File: config.mk
export PLATFORM = sky130hd
export DESIGN_NAME = writeback_unit
export DESIGN_NICKNAME = d
export VERILOG_FILES = /design/src/rtl/wb_pkg.sv /design/src/rtl/wb_fifo.sv /design/src/rtl/writeback_unit.sv
export SDC_FILE = /design/constraint.sdc
export NUM_CORES = 1
export LEC_CHECK = 0
export CAP_MARGIN = 20
export CORE_ASPECT_RATIO = 1.5
export CORE_MARGIN = 2
export CORE_UTILIZATION = 45
export DETAILED_ROUTE_END_ITERATION = 8
export GPL_ROUTABILITY_DRIVEN = 0
export PLACE_DENSITY = 0.66
export SYNTH_ARGS = -nofsm -noshare
export SYNTH_HDL_FRONTEND = slang
export SYNTH_SLANG_ARGS = --single-unit
File: constraint.sdc
create_clock -name clock -period 5.8 [get_ports clock]
set_input_delay 0.58 -clock clock [delete_from_list [all_inputs] [get_ports clock]]
set_output_delay 0.58 -clock clock [all_outputs]
set_load 0.01 [all_outputs]
File: src/rtl/wb_pkg.sv
// Shared definitions for the write-back buffer: widths, default depth and the entry record.
package wb_pkg;

   localparam int XLEN          = 32;
   localparam int REG_ADDR_W    = 5;
   localparam int DEPTH_DEFAULT = 4;
   localparam int COUNT_W       = 4;

   typedef struct packed {
      logic [REG_ADDR_W-1:0] rd;
      logic [XLEN-1:0]       data;
   } wb_entry_t;

endpackage

File: src/rtl/wb_fifo.sv
// Circular FIFO of pending register writes; exposes every slot's rd and occupancy for hazard checks.
module wb_fifo #(
   parameter int DEPTH  = 4,
   parameter int DATA_W = 32
) (
   input  logic                                 clock,
   input  logic                                 reset,
   input  logic                                 push,
   input  logic [4:0]                           push_rd,
   input  logic [DATA_W-1:0]                    push_data,
   input  logic                                 pop,
   output logic [4:0]                           head_rd,
   output logic [DATA_W-1:0]                    head_data,
   output logic [3:0]                           count,
   output logic [DEPTH-1:0][4:0]                entry_rd,
   output logic [DEPTH-1:0]                     entry_valid
);
   import wb_pkg::*;

   localparam int PTR_W = $clog2(DEPTH);

   logic [PTR_W-1:0]                   rd_ptr_q, rd_ptr_d;
   logic [PTR_W-1:0]                   wr_ptr_q, wr_ptr_d;
   logic [COUNT_W-1:0]                 count_q, count_d;
   logic [DEPTH-1:0][REG_ADDR_W-1:0]   rd_mem_q, rd_mem_d;
   logic [DEPTH-1:0][DATA_W-1:0]       data_mem_q, data_mem_d;

   always_comb begin
      rd_ptr_d   = rd_ptr_q;
      wr_ptr_d   = wr_ptr_q;
      count_d    = count_q;
      rd_mem_d   = rd_mem_q;
      data_mem_d = data_mem_q;
      if (push) begin
         rd_mem_d[wr_ptr_q]   = push_rd;
         data_mem_d[wr_ptr_q] = push_data;
         wr_ptr_d             = wr_ptr_q + PTR_W'(1);
      end
      if (pop) begin
         rd_ptr_d = rd_ptr_q + PTR_W'(1);
      end
      case ({push, pop})
         2'b10:   count_d = count_q + COUNT_W'(1);
         2'b01:   count_d = count_q - COUNT_W'(1);
         default: count_d = count_q;
      endcase
   end

   always_ff @(posedge clock) begin
      if (reset) begin
         rd_ptr_q <= '0;
         wr_ptr_q <= '0;
         count_q  <= '0;
      end else begin
         rd_ptr_q <= rd_ptr_d;
         wr_ptr_q <= wr_ptr_d;
         count_q  <= count_d;
      end
   end

   // Payload storage needs no reset: occupancy is tracked solely by the pointers and count.
   always_ff @(posedge clock) begin
      rd_mem_q   <= rd_mem_d;
      data_mem_q <= data_mem_d;
   end

   // A slot is live when its distance from the read pointer is below the occupancy count.
   always_comb begin
      entry_valid = '0;
      for (int i = 0; i < DEPTH; i++) begin
         entry_valid[i] = COUNT_W'(PTR_W'(PTR_W'(i) - rd_ptr_q)) < count_q;
      end
   end

   assign entry_rd  = rd_mem_q;
   assign head_rd   = rd_mem_q[rd_ptr_q];
   assign head_data = data_mem_q[rd_ptr_q];
   assign count     = count_q;

endmodule

File: src/rtl/writeback_unit.sv
// Write-back stage: arbitrates ALU/load results into a small FIFO that drains into the register file.
module writeback_unit #(
   parameter int DEPTH = 4,
   parameter int XLEN  = 32
) (
   input  logic            clock,
   input  logic            reset,
   input  logic            alu_valid,
   output logic            alu_ready,
   input  logic [4:0]      alu_rd,
   input  logic [XLEN-1:0] alu_data,
   input  logic            mem_valid,
   output logic            mem_ready,
   input  logic [4:0]      mem_rd,
   input  logic [XLEN-1:0] mem_data,
   input  logic            wb_stall,
   output logic            load,
   output logic [4:0]      w_address,
   output logic [XLEN-1:0] w_in,
   input  logic [4:0]      r1_address,
   input  logic [4:0]      r2_address,
   output logic            r1_busy,
   output logic            r2_busy,
   output logic [3:0]      count
);
   import wb_pkg::*;

   logic                    has_space;
   logic                    push;
   logic [REG_ADDR_W-1:0]   push_rd;
   logic [XLEN-1:0]         push_data;
   logic [REG_ADDR_W-1:0]   head_rd;
   logic [XLEN-1:0]         head_data;
   logic [DEPTH-1:0][4:0]   entry_rd;
   logic [DEPTH-1:0]        entry_valid;
   logic                    not_empty;

   // Loads win over ALU results; writes to x0 handshake but are dropped.
   always_comb begin
      has_space = count < COUNT_W'(DEPTH);
      mem_ready = has_space;
      alu_ready = has_space && !mem_valid;
      push      = 1'b0;
      push_rd   = '0;
      push_data = '0;
      if (mem_valid && mem_ready) begin
         push      = mem_rd != '0;
         push_rd   = mem_rd;
         push_data = mem_data;
      end else if (alu_valid && alu_ready) begin
         push      = alu_rd != '0;
         push_rd   = alu_rd;
         push_data = alu_data;
      end
   end

   wb_fifo #(
      .DEPTH  (DEPTH),
      .DATA_W (XLEN)
   ) u_fifo (
      .clock       (clock),
      .reset       (reset),
      .push        (push),
      .push_rd     (push_rd),
      .push_data   (push_data),
      .pop         (load),
      .head_rd     (head_rd),
      .head_data   (head_data),
      .count       (count),
      .entry_rd    (entry_rd),
      .entry_valid (entry_valid)
   );

   always_comb begin
      not_empty = count != '0;
      load      = not_empty && !wb_stall;
      w_address = not_empty ? head_rd : '0;
      w_in      = not_empty ? head_data : '0;
   end

   always_comb begin
      r1_busy = 1'b0;
      r2_busy = 1'b0;
      for (int i = 0; i < DEPTH; i++) begin
         if (entry_valid[i] && entry_rd[i] == r1_address) r1_busy = 1'b1;
         if (entry_valid[i] && entry_rd[i] == r2_address) r2_busy = 1'b1;
      end
      if (r1_address == '0) r1_busy = 1'b0;
      if (r2_address == '0) r2_busy = 1'b0;
   end

endmodule

==> results of run 1 <==
[per-stage QoR]
| stage | worst slack [ns] | util | cells |
|---|---|---|---|
| final | 1.83 | 0.591 | 775 |
| after global routing | 1.57 | 0.591 | 775 |
| after CTS | 1.80 | 0.591 | 775 |
| after detailed placement | 2.24 | 0.552 | 743 |
| after global placement | 2.30 | 0.552 | 743 |
| after floorplan | 3.16 | - | 438 |
[power by group through the flow]
stage                     Combinational, uW  Clock [uW]  Sequential (uW)
after CTS                              1990        1150             1970
after floorplan                        1290           0             1820
after global placement                 1950           0             1950
after global routing                   2120        1200             2000
after detailed placement               1980           0             1990
final                                  1950        1130             1950
[cells by family (layout without fill, tap and decap cells)]
family | Yosys count | in the layout | share of synthesized area
simple gates | 88 | 88 | 0.0757
buf+inv | 41 | 175 | 0.0317
fa+ha+maj | 11 | 11 | 0.0190
flops | 156 | 156 | 0.637
mux | 38 | 38 | 0.117
xor+xnor | 48 | 48 | 0.0592
compound gates | 56 | 56 | 0.0604
[how the worst min path moves through the flow]
stage | startpoint | endpoint | cells past startpoint
final | u_fifo.wr_ptr_q[1] | u_fifo.wr_ptr_q[1] | 2
after global routing | u_fifo.wr_ptr_q[1] | u_fifo.wr_ptr_q[1] | 2
after CTS | u_fifo.wr_ptr_q[1] | u_fifo.wr_ptr_q[1] | 2
after detailed placement | u_fifo.wr_ptr_q[1] | u_fifo.wr_ptr_q[1] | 2
after global placement | u_fifo.wr_ptr_q[1] | u_fifo.wr_ptr_q[1] | 2
after floorplan | u_fifo.wr_ptr_q[1] | u_fifo.wr_ptr_q[1] | 2
[critical path, stage by stage (launching register included)]
cell,delay (ns)
dfxtp_2,1.06
xnor2_1,0.23
inv_1,0.07
ha_1,0.19
nor3b_1,0.18
nor4_1,0.10
nor4_1,0.31
a41oi_1,0.08
a21oi_1,0.20
clkdlybuf4s50_1,0.56
[per-layer routing]
layer	global-route usage	up-vias	share of wire
met5	0	-	0
met4	0.0624	0	0.018
met3	0.0422	22	0.047
met2	0.343	145	0.55
met1	0.218	2160	0.38
li1	-	1947	-
[area by class of cell]
| type | instances | area (sq um) |
|---|---|---|
| fillers | 1260 | 6420 |
| flip-flops and latches | 156 | 4610 |
| multi-input cells | 241 | 2410 |
| repair buffers | 137 | 1360 |
| clock buffers | 20 | 457 |
| well taps | 203 | 254 |
| clock inverters | 12 | 160 |
| inverters | 6 | 22.5 |
[state kept, by name, indices dropped and copies added, names as in the netlist]
register / count
u_fifo.wr_ptr_q: 2
u_fifo.count: 4
u_fifo.data_mem_q: 128
u_fifo.entry_rd: 20
u_fifo.rd_ptr_q: 2
[synthesized netlist by cell type (2+ instances only)]
cell      number
a21oi_1        9
a22o_1        37
a41oi_1        2
and2_1         4
buf_2          9
buf_4          9
buf_6          4
clkbuf_1      12
dfxtp_1        8
edfxtp_1     148
ha_1          11
inv_1          6
mux4_2        37
nand2_1        2
nand3_1        7
nor2_1        12
nor2b_1       38
nor3_1         5
nor3b_1        3
nor4_1         6
o21ai_0        4
o21ai_2        2
or4_1          3
xnor2_1       26
xor2_1        21
==> flow_summary.json, run 1 <==
{
  "outcome": "finished, final reports clean",
  "cts_root_buffer": "clkbuf_16",
  "hold_class": "flop to flop",
  "fin_crit_ns": 3.97,
  "hold_viol": 0,
  "numCtsBuffers": 17,
  "peakVddDrop_mv": 0.270,
  "cts_hold_buf": 0,
  "startpoint_type": "flop",
  "placed_area_sq_um": 8660,
  "grt_pass1_wl_mm": 24.3,
  "r2r-start": "u_fifo.count[2]",
  "rrSetupSlack_ns": 2.50,
  "setup_viol": 0,
  "clk_latency_ns": 0.41,
  "crit_required_ns": 5.22,
  "die_x_microns": 107,
  "worstMarginPinSlew_ns": 1.11,
  "postSynthAreaPerCell_sq_um": 16.5,
  "tns_ns": 0,
  "drive_gt1_frac": 0.149,
  "async_reset_ff_frac": 0,
  "combPwrFrac": 0.387,
  "ios": 135,
  "crit_fanout": 40,
  "antenna_found_initial": 0,
  "synthesis.area_sq_um": 7230,
  "ys_types": 38,
  "synth_top_area_frac": 0.615,
  "wire_per_inst_microns": 20.1,
  "rsz0062_at_grt": "false",
  "total_power_uw": 5040,
  "track_usage": 0.189,
  "leakage_uw": 0.00309,
  "layout_common_cells": "148 x edfxtp_1, 134 x clkdlybuf4s50_1, 38 x nor2b_1, 37 x a22o_1, 37 x mux4_2",
  "worstSetupEndpointType": "output port",
  "clk_pin_slew_ns": 0.06,
  "r2r_cells": 10,
  "coreArea_sq_um": 15700,
  "fp.dieH_microns": 159,
  "grt_pass1_vias": 4555,
  "ys_seq_area_frac": 0.637,
  "pwr-share-clk": 0.225,
  "slew_headroom": 0.260,
  "nets": 659,
  "final_cell_area_sq_um": 9280,
  "critPathLaunch": "u_fifo.rd_ptr_q[1]",
  "drc": 0,
  "grt_max_degree": 45,
  "endpoint": "r2_busy",
  "internal_power_uw": 3440,
  "critPathKind": "flop to output port",
  "area_delta_synth_final_pct": 28.4,
  "drt_iter0_markers": 242,
  "drt-total-wl_mm": 15.6,
  "die_area_sq_um": 17100,
  "dpl.hpwl_mm": 10.0,
  "ys_ff_latch": 156,
  "synth_edf_count": 148,
  "final_common_cell": "edfxtp_1",
  "finClkSkew_ns": 0.0140,
  "timing.hold.ws_ns": 0.520,
  "cts.path.max_buffers": 2,
  "p_per_area_nw_per_um2": 543,
  "p_switching_uw": 1600,
  "syn_inst": 438,
  "seqPwrFrac": 0.388,
  "finalMaxSlewViolations": 0,
  "cts.sinks": 156,
  "synth_top_cell_by_area": "edfxtp_1",
  "synth-main-ff-cell": "edfxtp_1",
  "port_buffers": 134,
  "post_cts_buffers": 0,
  "postRouteAntennaNets": 0,
  "cts_tree": "done",
  "fmax_ghz": 0.252,
  "timing.final.crit_share": 0.684,
  "num_antenna_cells": 0,
  "h-tree-depth": 4,
  "start_util": 0.460,
  "syn_nets": 538,
  "synth_area_leaders": "edfxtp_1 62%, mux4_2 12%, a22o_1 4.5%",
  "routed_via_density": 5.51,
  "maxCapViolations": 0,
  "dr.pass1.iters": 4,
  "post_cts_resized": 0,
  "fp-row-count": 56,
  "yosys_warnings": 0,
  "grt_overflow": 0,
  "vias": 4274,
  "r2r_end": "u_fifo.count[2]",
  "swShare": 0.317,
  "arrival_ns": 3.39
}
Power figures use the tool's default switching activity.
==> run 2: changes to the inputs <==
--- a/config.mk
+++ b/config.mk
@@ -11,7 +11,7 @@
 export CORE_UTILIZATION = 45
 export DETAILED_ROUTE_END_ITERATION = 8
 export GPL_ROUTABILITY_DRIVEN = 0
-export PLACE_DENSITY = 0.66
+export PLACE_DENSITY = 0.69
 export SYNTH_ARGS = -nofsm -noshare
 export SYNTH_HDL_FRONTEND = slang
 export SYNTH_SLANG_ARGS = --single-unit
==> constraint.sdc (replaced) <==
create_clock -name clock -period 3.4 [get_ports clock]
set_input_delay 0.34 -clock clock [delete_from_list [all_inputs] [get_ports clock]]
set_output_delay 0.34 -clock clock [all_outputs]
set_load 0.01 [all_outputs]
==> run 2 against run 1 <==
Wire length fell by 1.3%. Critical path depth decreased by 1. Largest power group is now combinational logic. Count of clock-buffer cells in the layout down 1. Clock power is 69% higher. Critical endpoint unchanged.
==> flow_summary.json, run 2 (synthesized netlist as in run 1, its figures left out) <==
{
  "arrival_ns": 2.83,
  "drt-total-wl_mm": 15.4,
  "critPathKind": "flop to output port",
  "postRouteAntennaNets": 0,
  "rrSetupSlack_ns": 0.82,
  "crit_required_ns": 3.06,
  "peakVddDrop_mv": 0.788,
  "p_switching_uw": 2740,
  "swShare": 0.318,
  "leakage_uw": 0.00312,
  "track_usage": 0.184,
  "finClkSkew_ns": 0.0137,
  "dpl.hpwl_mm": 9.67,
  "die_x_microns": 107,
  "fp-row-count": 56,
  "layout_common_cells": "148 x edfxtp_1, 134 x clkdlybuf4s50_1, 38 x nor2b_1, 37 x a22o_1, 37 x mux4_2",
  "final_common_cell": "edfxtp_1",
  "fmax_ghz": 0.316,
  "cts.sinks": 156,
  "dr.pass1.iters": 5,
  "seqPwrFrac": 0.367,
  "hold_viol": 0,
  "critPathMostFrequentCell": "nor4_1",
  "fill_cells": 1240,
  "max_stage_delay_ns": 0.55,
  "port_buffers": 134,
  "post_cts_resized": 0,
  "cts.path.max_buffers": 2,
  "grt_max_degree": 44,
  "outcome": "finished, final reports clean",
  "fp.dieH_microns": 159,
  "drc": 0,
  "fin_crit_ns": 3.17,
  "numCtsBuffers": 17,
  "h-tree-depth": 4,
  "largest_reg_flops": 128,
  "timing.hold.ws_ns": 0.522,
  "combPwrFrac": 0.412,
  "crit_fanout": 9,
  "cts_root_buffer": "clkbuf_16",
  "timing.final.crit_share": 0.931,
  "grt_overflow": 0,
  "antenna_found_initial": 0,
  "final_cell_area_sq_um": 9340,
  "internal_power_uw": 5880,
  "coreArea_sq_um": 15700,
  "top_register": "u_fifo.data_mem_q",
  "pwr-share-clk": 0.221,
  "cts_hold_buf": 0,
  "finalMaxSlewViolations": 0,
  "grt_pass1_vias": 4442,
  "start_util": 0.460,
  "post_cts_buffers": 0,
  "num_antenna_cells": 0,
  "die_area_sq_um": 17100,
  "maxCapViolations": 0,
  "ios": 135,
  "routed_via_density": 5.39,
  "placed_area_sq_um": 8690,
  "p_per_area_nw_per_um2": 922,
  "startpoint_type": "flop",
  "tns_ns": 0,
  "nets": 664,
  "area_delta_synth_final_pct": 29.3,
  "cts_tree": "done",
  "rsz0062_at_grt": "false",
  "wire_per_inst_microns": 19.7,
  "slew_headroom": 0.298,
  "crit_chain": "inv_1 -> ha_1 -> nor3b_1 -> nor4_1 -> nor4_1 -> a41oi_1 -> a21oi_1 -> clkdlybuf4s50_1",
  "drive_gt1_frac": 0.153,
  "grt_pass1_wl_mm": 23.7,
  "critPathSlowestCell": "clkdlybuf4s50_1",
  "clk_pin_slew_ns": 0.06,
  "vias": 4205,
  "worstSetupEndpointType": "output port",
  "clk_latency_ns": 0.41,
  "hold_class": "flop to flop",
  "setup_viol": 0,
  "drt_iter0_markers": 243,
  "worstMarginPinSlew_ns": 1.05
}
[run 2: cell count changes in the layout (fill, tap and decap cells not counted), moves of 2 or more]
cell,before,now
buf_12,0,2
buf_4,3,5
clkbuf_8,2,0
clkinv_4,1,3
[run 2: path summary, 6_finish.rpt]
kind                         to          startpoint  cells after the start
min          u_fifo.wr_ptr_q[1]  u_fifo.wr_ptr_q[1]                      2
max reg2reg     u_fifo.count[2]     u_fifo.count[2]                     11
max                     r2_busy     u_fifo.count[1]                      8
min reg2reg  u_fifo.wr_ptr_q[1]  u_fifo.wr_ptr_q[1]                      2
[run 2: layer usage]
layer / vias to the layer above / part of all wire / global-route usage
li1: 1957 / - / -
met1: 2113 / 0.39 / 0.211
met2: 125 / 0.56 / 0.339
met3: 10 / 0.044 / 0.0258
met4: 0 / 0.011 / 0.0734
met5: - / 0 / 0
[run 2: worst max-delay path: cells and delay by family, from the launching register on]
| kind | cells | cell delay, ns |
|---|---|---|
| buffers and inverters | 2 | 0.72 |
| AND/OR/NAND/NOR | 3 | 0.69 |
| AO/OA/AOI/OAI | 2 | 0.25 |
| flip-flops | 1 | 0.53 |
| adder cells (fa/ha/maj) | 1 | 0.24 |
[run 2: power by group through the flow]
stage          clock network, uW  logic [uW]  registers, uW
4_1_cts                     1940        3580           3170
2_1_floorplan                  0        2200           3100
5_1_grt                     2020        3840           3210
6_report                    1910        3550           3160
3_5_place_dp                   0        3570           3210
3_3_place_gp                   0        3530           3170
[run 2: cell type report]
cell class	count	area (sq um)	area share
clock buffers	19	433	0.0463
clock inverters	13	168	0.0179
inverters	6	22.5	0.00241
multi-input cells	241	2410	0.258
flip-flops and latches	156	4610	0.493
well taps	203	254	0.0272
repair buffers	142	1450	0.155
[run 2: through the flow]
step	worst slack, ns	cells	power [uW]	util
after global routing	0.0572	780	9070	0.595
final	0.235	780	8610	0.595
after CTS	0.242	778	8700	0.592
after global placement	0.430	746	6700	0.554
after detailed placement	0.339	746	6780	0.554
after floorplan	1.00	438	5300	-
==> run 3: changes to the inputs <==
--- a/config.mk
+++ b/config.mk
@@ -6,12 +6,11 @@
 export NUM_CORES = 1
 export LEC_CHECK = 0
 export CAP_MARGIN = 20
-export CORE_ASPECT_RATIO = 1.5
 export CORE_MARGIN = 2
-export CORE_UTILIZATION = 45
+export CORE_UTILIZATION = 34
 export DETAILED_ROUTE_END_ITERATION = 8
 export GPL_ROUTABILITY_DRIVEN = 0
-export PLACE_DENSITY = 0.69
+export PLACE_DENSITY = 0.54
 export SYNTH_ARGS = -nofsm -noshare
 export SYNTH_HDL_FRONTEND = slang
 export SYNTH_SLANG_ARGS = --single-unit
==> run 3 against run 2 <==
Total power grew 0.73%. Sequential cell count is the same. Critical path type unchanged. Count of clock-buffer cells in the layout fell by 2. Highest routed layer unchanged.
==> flow_summary.json, run 3 (synthesized netlist as in run 1, its figures left out) <==
{
  "outcome": "finished, final reports clean",
  "nets": 666,
  "grt_max_degree": 38,
  "post_cts_buffers": 0,
  "grt_pass1_vias": 4343,
  "drc": 0,
  "h-tree-depth": 4,
  "arrival_ns": 2.81,
  "min-delay-start": "u_fifo.wr_ptr_q[1]",
  "cts.path.max_buffers": 2,
  "rsz0062_at_grt": "false",
  "peakVddDrop_mv": 0.359,
  "drt-total-wl_mm": 16.3,
  "start_util": 0.345,
  "fill_cells": 1873,
  "timing.hold.ws_ns": 0.547,
  "final_common_cell": "edfxtp_1",
  "drt-met1-wl_mm": 6.81,
  "r2r-start": "u_fifo.count[2]",
  "numCtsBuffers": 17,
  "dr.pass1.iters": 4,
  "die_x_microns": 150,
  "drt_iter0_markers": 198,
  "grt_pass1_wl_mm": 24.5,
  "tns_ns": 0,
  "drive_gt1_frac": 0.163,
  "fp-row-count": 53,
  "final_cell_area_sq_um": 9460,
  "wl_met3_microns": 635,
  "die_area_sq_um": 22400,
  "maxUsedRoutingLayer": "met4",
  "cts_root_buffer": "clkbuf_16",
  "setup_viol": 0,
  "layout_common_cells": "148 x edfxtp_1, 134 x clkdlybuf4s50_1, 38 x nor2b_1, 37 x a22o_1, 37 x mux4_2",
  "largest_reg_flops": 128,
  "timing.final.crit_share": 0.927,
  "coreArea_sq_um": 21000,
  "worstSetupEndpointType": "output port",
  "startpoint_type": "flop",
  "worstMarginPinSlew_ns": 0.662,
  "wire_per_inst_microns": 19.1,
  "finClkSkew_ns": 0.00750,
  "placed_area_sq_um": 8810,
  "port_buffers": 134,
  "p_per_area_nw_per_um2": 917,
  "top_register": "u_fifo.data_mem_q",
  "total_power_uw": 8680,
  "leakage_uw": 0.00314,
  "route.met2.wl_mm": 8.66,
  "maxCapViolations": 0,
  "fp.dieH_microns": 150,
  "hold_class": "flop to flop",
  "slew_headroom": 0.558,
  "clk_latency_ns": 0.42,
  "routed_via_density": 4.97,
  "num_antenna_cells": 0,
  "area_delta_synth_final_pct": 30.9,
  "critPathKind": "flop to output port",
  "ios": 135,
  "vias": 4242,
  "grt_overflow": 0,
  "instances_no_fill": 853,
  "crit_required_ns": 3.06,
  "place_inst": 820,
  "cts.sinks": 156,
  "postRouteAntennaNets": 0,
  "crit_fanout": 9,
  "fmax_ghz": 0.317,
  "fin_crit_ns": 3.15,
  "dpl.hpwl_mm": 10.6,
  "clk_pin_slew_ns": 0.06,
  "hold_viol": 0,
  "critPathLaunch": "u_fifo.rd_ptr_q[1]",
  "cts_tree": "done",
  "track_usage": 0.150,
  "antenna_found_initial": 0,
  "cts_hold_buf": 0,
  "finalMaxSlewViolations": 0
}
## run 3: cell types whose count changed in the layout (fill, tap and decap cells not counted), moves of 2 or more
cell	delta
clkinv_4	-2
inv_6	+4
clkbuf_1	-2
dfxtp_4	+2
inv_8	+3
clkinvlp_4	-2
buf_12	+2
## run 3: what timing repair did
action | in CTS | in global routing
hold endpoints to repair | 0 | 0
endpoints found under the setup margin | 0 | 2
gates resized for setup | 0 | 4
## run 3: cell type report
cell class              count  area (sq um)  area share
flip-flops and latches    156          4610       0.488
repair buffers            144          1470       0.155
clock inverters            14           170      0.0180
well taps                 275           344      0.0364
multi-input cells         241          2420       0.256
clock buffers              17           425      0.0450
inverters                   6          22.5     0.00238
## run 3: layer usage
layer | global-route usage | vias up
li1 | - | 1963
met4 | 0.0491 | 0
met1 | 0.182 | 2164
met5 | 0 | -
met3 | 0.0308 | 13
met2 | 0.266 | 102
## run 3: report_power, final
group | internal [uW] | switching, uW
combinational | 1840 | 1800
clock | 1110 | 779
sequential | 2900 | 255
## run 3: per-stage QoR
| stage | worst slack, ns | utilization |
|---|---|---|
| after global routing | 0.0328 | 0.451 |
| after floorplan | 1.00 | - |
| after detailed placement | 0.306 | 0.421 |
| final | 0.249 | 0.451 |
| after CTS | 0.136 | 0.449 |
| after global placement | 0.463 | 0.419 |
## run 3: worst paths after layout
check                            end  slack [ns]  cells after the start
setup / recovery             r1_busy        0.25                      9
hold / removal    u_fifo.wr_ptr_q[1]        0.55                      2
setup reg to reg     u_fifo.count[2]        0.73                     11
hold reg to reg   u_fifo.wr_ptr_q[1]        0.55                      2
## run 3: critical path, stage by stage (launching register included)
cell and delay, ns:
dfxtp_4 0.39, xnor2_1 0.21, inv_1 0.07, ha_1 0.19
nor3b_1 0.24, nor4_2 0.09, nor4_1 0.35, a41oi_1 0.09
a21oi_1 0.20, clkdlybuf4s50_1 0.56
